[src/rtl/max_capture_pkg.sv]
// Shared types and helpers for the max-number finder capture stage.
package max_capture_pkg;

  localparam int unsigned STATE_W = 2;

  typedef enum logic [STATE_W-1:0] {
    ST_IDLE = 2'd0,
    ST_RUN  = 2'd1,
    ST_HOLD = 2'd2
  } state_e;

  // All-ones preset for a register of the given width (width up to 64).
  function automatic logic [63:0] all_ones(input int unsigned width);
    if (width >= 64) begin
      all_ones = '1;
    end else begin
      all_ones = (64'd1 << width) - 64'd1;
    end
  endfunction

endpackage

[src/rtl/max_cmp.sv]
// Combinational strict greater-than, signed or unsigned by parameter.
module max_cmp #(
  parameter int unsigned WIDTH  = 8,
  parameter bit          SIGNED = 1'b0
) (
  input  logic [WIDTH-1:0] a,
  input  logic [WIDTH-1:0] b,
  output logic             a_gt_b_c
);

  always_comb begin
    if (SIGNED) begin
      a_gt_b_c = $signed(a) > $signed(b);
    end else begin
      a_gt_b_c = a > b;
    end
  end

endmodule

[src/rtl/max_capture_reg.sv]
// Running-maximum capture register over a framed sample stream, with
// winning-sample index, frame-done pulse and sticky index overflow.
module max_capture_reg
  import max_capture_pkg::*;
#(
  parameter int unsigned      WIDTH     = 8,
  parameter int unsigned      IDX_W     = 4,
  parameter bit               SIGNED    = 1'b0,
  parameter logic [WIDTH-1:0] RESET_VAL = '0
) (
  input  logic             CLK,
  input  logic             RESETZ,
  input  logic             CLRZ,
  input  logic             SETZ,
  input  logic [WIDTH-1:0] D,
  input  logic             DVALID,
  input  logic             DLAST,
  output logic [WIDTH-1:0] Q,
  output logic [IDX_W-1:0] QIDX,
  output logic             QVALID,
  output logic             DONE,
  output logic             OVF
);

  localparam logic [WIDTH-1:0] PRESET  = WIDTH'(all_ones(WIDTH));
  localparam logic [IDX_W-1:0] CNT_MAX = '1;

  state_e           state_q, state_d;
  logic [WIDTH-1:0] q_q, q_d;
  logic [IDX_W-1:0] idx_q, idx_d;
  logic [IDX_W-1:0] cnt_q, cnt_d;
  logic             qvalid_q, qvalid_d;
  logic             done_q, done_d;
  logic             ovf_q, ovf_d;
  logic             d_gt_q;

  max_cmp #(
    .WIDTH  (WIDTH),
    .SIGNED (SIGNED)
  ) u_cmp (
    .a        (D),
    .b        (q_q),
    .a_gt_b_c (d_gt_q)
  );

  // Next-state: clear beats preset beats sample processing.
  always_comb begin
    state_d  = state_q;
    q_d      = q_q;
    idx_d    = idx_q;
    cnt_d    = cnt_q;
    qvalid_d = qvalid_q;
    ovf_d    = ovf_q;
    done_d   = 1'b0;

    if (!CLRZ) begin
      state_d  = ST_IDLE;
      q_d      = RESET_VAL;
      idx_d    = '0;
      cnt_d    = '0;
      qvalid_d = 1'b0;
      ovf_d    = 1'b0;
    end else if (!SETZ) begin
      q_d = PRESET;
    end else if (DVALID) begin
      if (state_q == ST_RUN) begin
        // Strict compare so ties keep the earliest index.
        if (d_gt_q) begin
          q_d   = D;
          idx_d = cnt_q;
        end
        if (cnt_q == CNT_MAX) begin
          ovf_d = 1'b1;
        end else begin
          cnt_d = cnt_q + IDX_W'(1);
        end
      end else begin
        q_d      = D;
        idx_d    = '0;
        cnt_d    = IDX_W'(1);
        qvalid_d = 1'b0;
        ovf_d    = 1'b0;
        state_d  = ST_RUN;
      end
      if (DLAST) begin
        state_d  = ST_HOLD;
        qvalid_d = 1'b1;
        done_d   = 1'b1;
      end
    end
  end

  always_ff @(posedge CLK or negedge RESETZ) begin
    if (!RESETZ) begin
      state_q  <= ST_IDLE;
      q_q      <= RESET_VAL;
      idx_q    <= '0;
      cnt_q    <= '0;
      qvalid_q <= 1'b0;
      done_q   <= 1'b0;
      ovf_q    <= 1'b0;
    end else begin
      state_q  <= state_d;
      q_q      <= q_d;
      idx_q    <= idx_d;
      cnt_q    <= cnt_d;
      qvalid_q <= qvalid_d;
      done_q   <= done_d;
      ovf_q    <= ovf_d;
    end
  end

  assign Q      = q_q;
  assign QIDX   = idx_q;
  assign QVALID = qvalid_q;
  assign DONE   = done_q;
  assign OVF    = ovf_q;

endmodule
[config.mk]
export PLATFORM = sky130hd
export DESIGN_NAME = max_capture_reg
export DESIGN_NICKNAME = d
export VERILOG_FILES = /design/src/rtl/max_capture_pkg.sv /design/src/rtl/max_cmp.sv /design/src/rtl/max_capture_reg.sv
export SDC_FILE = /design/constraint.sdc
export NUM_CORES = 1
export LEC_CHECK = 0
export CAP_MARGIN = 20
export CORE_UTILIZATION = 40
export CTS_CLUSTER_SIZE = 8
export DETAILED_ROUTE_END_ITERATION = 8
export PLACE_DENSITY = 0.71
export SLEW_MARGIN = 25
export SYNTH_ARGS = -nofsm -noshare
export SYNTH_HDL_FRONTEND = slang
export SYNTH_SLANG_ARGS = --single-unit
[constraint.sdc]
create_clock -name CLK -period 2.2 [get_ports CLK]
set_input_delay 0.44 -clock CLK [delete_from_list [all_inputs] [get_ports CLK]]
set_output_delay 0.44 -clock CLK [all_outputs]
set_load 0.02 [all_outputs]
# --- Word-level counts from Yosys, hierarchy flattened ---
# Index checks and enable logic that the tools add are counted.
# W data, S select, Z words.
totals:
  register_bits: 21
  in_bits: 14
  out_inout_bits: 15
  wordCells: 58
op_classes:
  n_addsub: 1
  n_lt_le_gt_ge: 1
  n_eq_ne: 10
  muxes: 34
  reduce_logical: 5
ops:
  columns: ["cell", "n"]
  rows:
  - ["$mux W4", 10]
  - ["$mux W8", 5]
  - ["$mux W1", 14]
  - ["$reduce_and A3 Y1", 4]
  - ["$mux W2", 5]
  - ["$ne A3 B3 Y1 const B", 3]
  - ["$gt A8 B8 Y1", 1]
  - ["$ne A3 B2 Y1 const B", 2]
  - ["$add A4 B1 Y4 const B", 1]
  - ["$eq A4 B4 Y1 const B", 1]
  - ["$ne A2 B1 Y1 const B", 2]
  - ["$ne A4 B4 Y1 const B", 1]
  - ["$eq A2 B1 Y1 const B", 1]
  - ["$reduce_and A2 Y1", 1]

# --- Longest topological paths before layout ---
logic_depth:
  depth_word: 6
  mapped_depth: 9
  depth_no_buf: 7

# --- Modules after synthesis ---
# Synthesis repeated with hierarchy kept, for this count alone.
unflattened:
  cells_unflattened: 131
  area_unflattened_um2: 1244.9
modules_own_cells:
  columns: ["module", "n_inst", "cells_per_inst", "area_each_um2", "seq_area_each_um2"]
  rows:
  - ["max_capture_reg", 1, 104, 1028.5, 500.5]
  - ["max_cmp", 1, 27, 216.5, 0.0]

# --- Worst setup path after synthesis ---
# No wires, ideal clock.
synth_timing:
  path_type: "register to register"
  from: "reg q_q[5], in the netlist Q[5]"
  to: "reg q_q[0], in the netlist Q[0]"
  setup_time_ns: 0.099
  arrival_ns: 2.052
  t_required_ns: 2.101
  slack_ns: 0.048
  path_stages_with_launch: 10
  path_buffers: 2
  synth_period_minus_slack_ns: 2.152
  cell_sequence: "dfrtp_1 > inv_1 > ha_1 > a211oi_2 > nor2_1 > or3b_1 > buf_6 > or2_0 > buf_6 > a311oi_1"
synth_via:
  elab_chain_cells: 3
synth_rtl:
  columns: ["item", "line", "text"]
  rows:
  - ["start: declaration", "max_capture_reg.sv:29", "logic [WIDTH-1:0] q_q, q_d;"]
  - ["start signal: assignment", "max_capture_reg.sv:104", "q_q <= q_d;"]
  - ["$gt A8 B8 Y1", "max_cmp.sv:15", "a_gt_b_c = a > b;"]
  - ["$ne A4 B4 Y1 (no line)", null, null]
  - ["$reduce_and A2 Y1 (no line)", null, null]
# Every way passes these cells.
# A chain may end at the register's enable or synchronous reset.

# --- Final worst setup path ---
layout_timing:
  from: "in D[5]"
  to: "reg idx_q[2], in the netlist QIDX[2]"
layout_via:
  elab_chain_cells: 3
layout_rtl:
  columns: ["item", "line", "text"]
  rows:
  - ["start: declaration", "max_capture_reg.sv:15", "input logic [WIDTH-1:0] D,"]
  - ["$gt A8 B8 Y1", "max_cmp.sv:15", null]
  - ["$ne A3 B3 Y1 (no line)", null, null]
  - ["$reduce_and A3 Y1 (no line)", null, null]
  - ["end signal: assignment", "max_capture_reg.sv:105", "idx_q <= idx_d;"]
  - ["end: declaration", "max_capture_reg.sv:30", "logic [IDX_W-1:0] idx_q, idx_d;"]
# Every way passes these cells.

==> out/metrics.cfg <==
[place]
dpl.cell_count = 219
portBuffers = 28
place_ws_ns = -0.4519
dp_hpwl_um = 2361
place.gp.congestion = 0.7960

[route]
drtIter0Drc = 39
final_antenna_net_count = 0
route.detailed.drc = 0
drt_pass1_iterations = 4
wl_per_cell_um = 14.21
wl_um = 3198
via_per_inst = 5.427
via_count = 1221

[timing]
slew_viol_final = 0
finalHoldViolations = 0
slew-limit-headroom_pct = 79.04
fin_worst_skew_ns = 0.003965
setup_tns_ns = 0
min_period_ns = 2.156
min_period_over_period_pct = 97.99
setup_violations = 0
timing_worst_slew_pin_value_ns = 0.3144
fmax_ghz = 0.4639
worst_slack_ns = 0.04418
rsz0062_at_grt = yes

[layout]
drive_gt1_share_pct = 16.02
n_fill_cell = 291
final_util_pct = 57.46
multiInputGateArea_um2 = 719.4
area_growth_pct = 36.51
ff_latch_area_um2 = 500.5
nets = 205
n_antenna_cell = 0
final_cells = 225

[setup_path]
start_kind = input port
end_kind = flop
worstSetupPathType = in2reg
cp.required_ns = 2.42
critPathMaxFanout = 4
arrival_ns = 2.38

[synthesis]
synth_compound_area_share_pct = 24.34
synth-simple-area-share_pct = 21.52
syn_area_per_cell_um2 = 9.113
synth_flop_cell = dfrtp_1
synth.top_cell.area_share_pct = 38.95
yosysUniqueCellTypes = 32
synth_edf_count = 0
yosysTopAreaCell = dfrtp_1
synthMuxAreaShare_pct = 0
syn_area_um2 = 1285
synth.net_count = 164
synth_area_leaders = dfrtp_1 (39%), ha_1 (8.8%), a311oi_1 (5.5%)
seq_area_frac_synth_pct = 38.95
yosys_warnings = 0
synth_top_family_by_area = compound AO/OA/AOI/OAI gates
synthAdderAreaFrac_pct = 8.763
synth_xor_area_share_pct = 0
syn_inst = 141
synth.ff_latch_count = 20
async_flop_share_pct = 100.0

[floorplan]
core_um2 = 3053
design.die.area_um2 = 3443
initial_core_util_pct = 42.09
die_w_um = 58.68
rows = 20
die_h_um = 58.68
pin_count = 29

[cts]
cts_tree = built
cts.hold.buffers_added = 0
clock-sinks = 20
cts.htree.levels = 1
clkLatencyLatePin_ns = 0.32
clockBufferDepth = 2
clk_pin_slew_ns = 0.13
cts_root_buf = clkbuf_4
cts_made_buffers = 3

[flow_run]
maxCapViolCount = 0

[global_route]
gr-total-overflow = 0
grt_max_degree = 21
grt_pass1_vias = 1261
antenna_found_initial = 0
grt_pass1_wl_um = 5382
grt_use_total_pct = 20.73

[power_and_ir_drop]
max-vdd-ir-drop_uv = 218.6
p_leak_nw = 0.7593
power.density_nw_per_um2 = 539.2

[status]
status = completed

[min_path]
worst_hold_path_type = in2async

cells in the mapped netlist, types with 2 or more instances:
| master | count |
|---|---|
| a311oi_1 | 8 |
| nand3_1 | 2 |
| nand2_1 | 14 |
| inv_1 | 9 |
| nor2b_1 | 9 |
| and2_1 | 2 |
| a21oi_1 | 8 |
| nor3_1 | 9 |
| and3_1 | 5 |
| buf_6 | 3 |
| nand4_1 | 2 |
| dfrtp_1 | 20 |
| a32o_1 | 4 |
| nor2_1 | 4 |
| a211oi_1 | 2 |
| clkbuf_1 | 4 |
| o211ai_1 | 2 |
| o21ai_0 | 12 |
| ha_1 | 9 |
final cells by class:
type                       instances  area share, %
multi-input combinational        105          41.01
timing repair buffer              43          22.40
tap                               44          3.138
sequential                        20          28.53
clock inverter                     1          1.712
inverter                           9          1.926
clock buffer                       3          1.284
through the flow:
step	hold WS, ns	total power, mW	cell area (um2)
4_1_cts	0.4577	0.9346	1724
5_1_grt	0.4686	0.9940	1754
2_1_floorplan	0.1444	0.5207	1285
3_3_place_gp	0.4819	0.6154	1669
3_5_place_dp	0.4932	0.6232	1669
6_report	0.4452	0.9459	1754
cells by family (layout without fill, tap and decap cells):
family,count (synthesis),in the layout
AO/OA/AOI/OAI,44,44
adder cells (fa/ha/maj),9,9
buffers and inverters,16,56
flip-flops,20,20
AND/OR/NAND/NOR,52,52
worst paths after layout:
kind	from	end	slack [ns]	cells after the start
worst max-delay path	D[5]	QIDX[2]	0.04	9
worst min-delay path	RESETZ	Q[4]	0.45	2
worst max register to register	Q[5]	QIDX[2]	0.20	9
worst min register to register	QIDX[3]	QIDX[3]	0.52	1
max in group asynchronous	RESETZ	Q[7]	1.54	2
min in group CLK	QIDX[3]	QIDX[3]	0.52	1
cell usage in the layout (no fill, tap or decap):
| cell | count |
|---|---|
| a32o_1 | 4 |
| a211oi_2 | 2 |
| dfrtp_1 | 20 |
| a21oi_1 | 8 |
| o211ai_1 | 2 |
| nand4_1 | 2 |
| clkdlybuf4s50_1 | 28 |
| a21boi_1 | 1 |
| nor2_1 | 3 |
| nor2_2 | 1 |
| nand2b_1 | 1 |
| bufinv_16 | 1 |
| nor2b_4 | 1 |
| or3b_1 | 1 |
| o31ai_2 | 1 |
| clkbuf_4 | 3 |
| a311oi_1 | 8 |
| and3_1 | 5 |
| a311o_1 | 1 |
| ha_1 | 9 |
| buf_4 | 15 |
| nand2_1 | 14 |
| nor3_1 | 9 |
| nor2b_1 | 9 |
| o21ai_0 | 12 |
| o22a_2 | 1 |
| or2_4 | 2 |
| inv_1 | 9 |
| a211oi_1 | 1 |
| nand3_1 | 2 |
| a21oi_2 | 1 |
| and2_1 | 2 |
| a21boi_0 | 1 |
| a31o_2 | 1 |
sequential cells by signal (all words and copies together), names as in the netlist:
name and count:
QIDX 4, DONE 1, cnt_q 4, state_q 2
Q 8, OVF 1
per-layer routing:
metal / vias up / GRT usage [%] / part of all wire (%)
li1: 603 / - / -
met1: 586 / 26.12 / 48
met2: 27 / 34.98 / 47
met3: 5 / 2.637 / 3.6
met4: 0 / 10.54 / 1.6
met5: - / 0 / 0
report_power, final:
part	total (mW)	switching, mW	internal (mW)
logic	0.236	0.123	0.113
clock network	0.317	0.132	0.184
registers	0.393	0.0100	0.383
total	0.946	0.265	0.681
repair_timing:
item,CTS,global route
pin swaps,0,2
resized for setup,2,4
cloned,0,0
setup endpoints to repair,8,6
buffers inserted,0,2
worst max-delay path, cell delays in order:
cell and delay (ns):
clkdlybuf4s50_1 0.43, ha_1 0.33, nand4_1 0.23, buf_4 0.22, a211oi_2 0.18, buf_4 0.16, o31ai_2 0.06, buf_4 0.15
a32o_1 0.20
(Power assumes the default switching activity.)
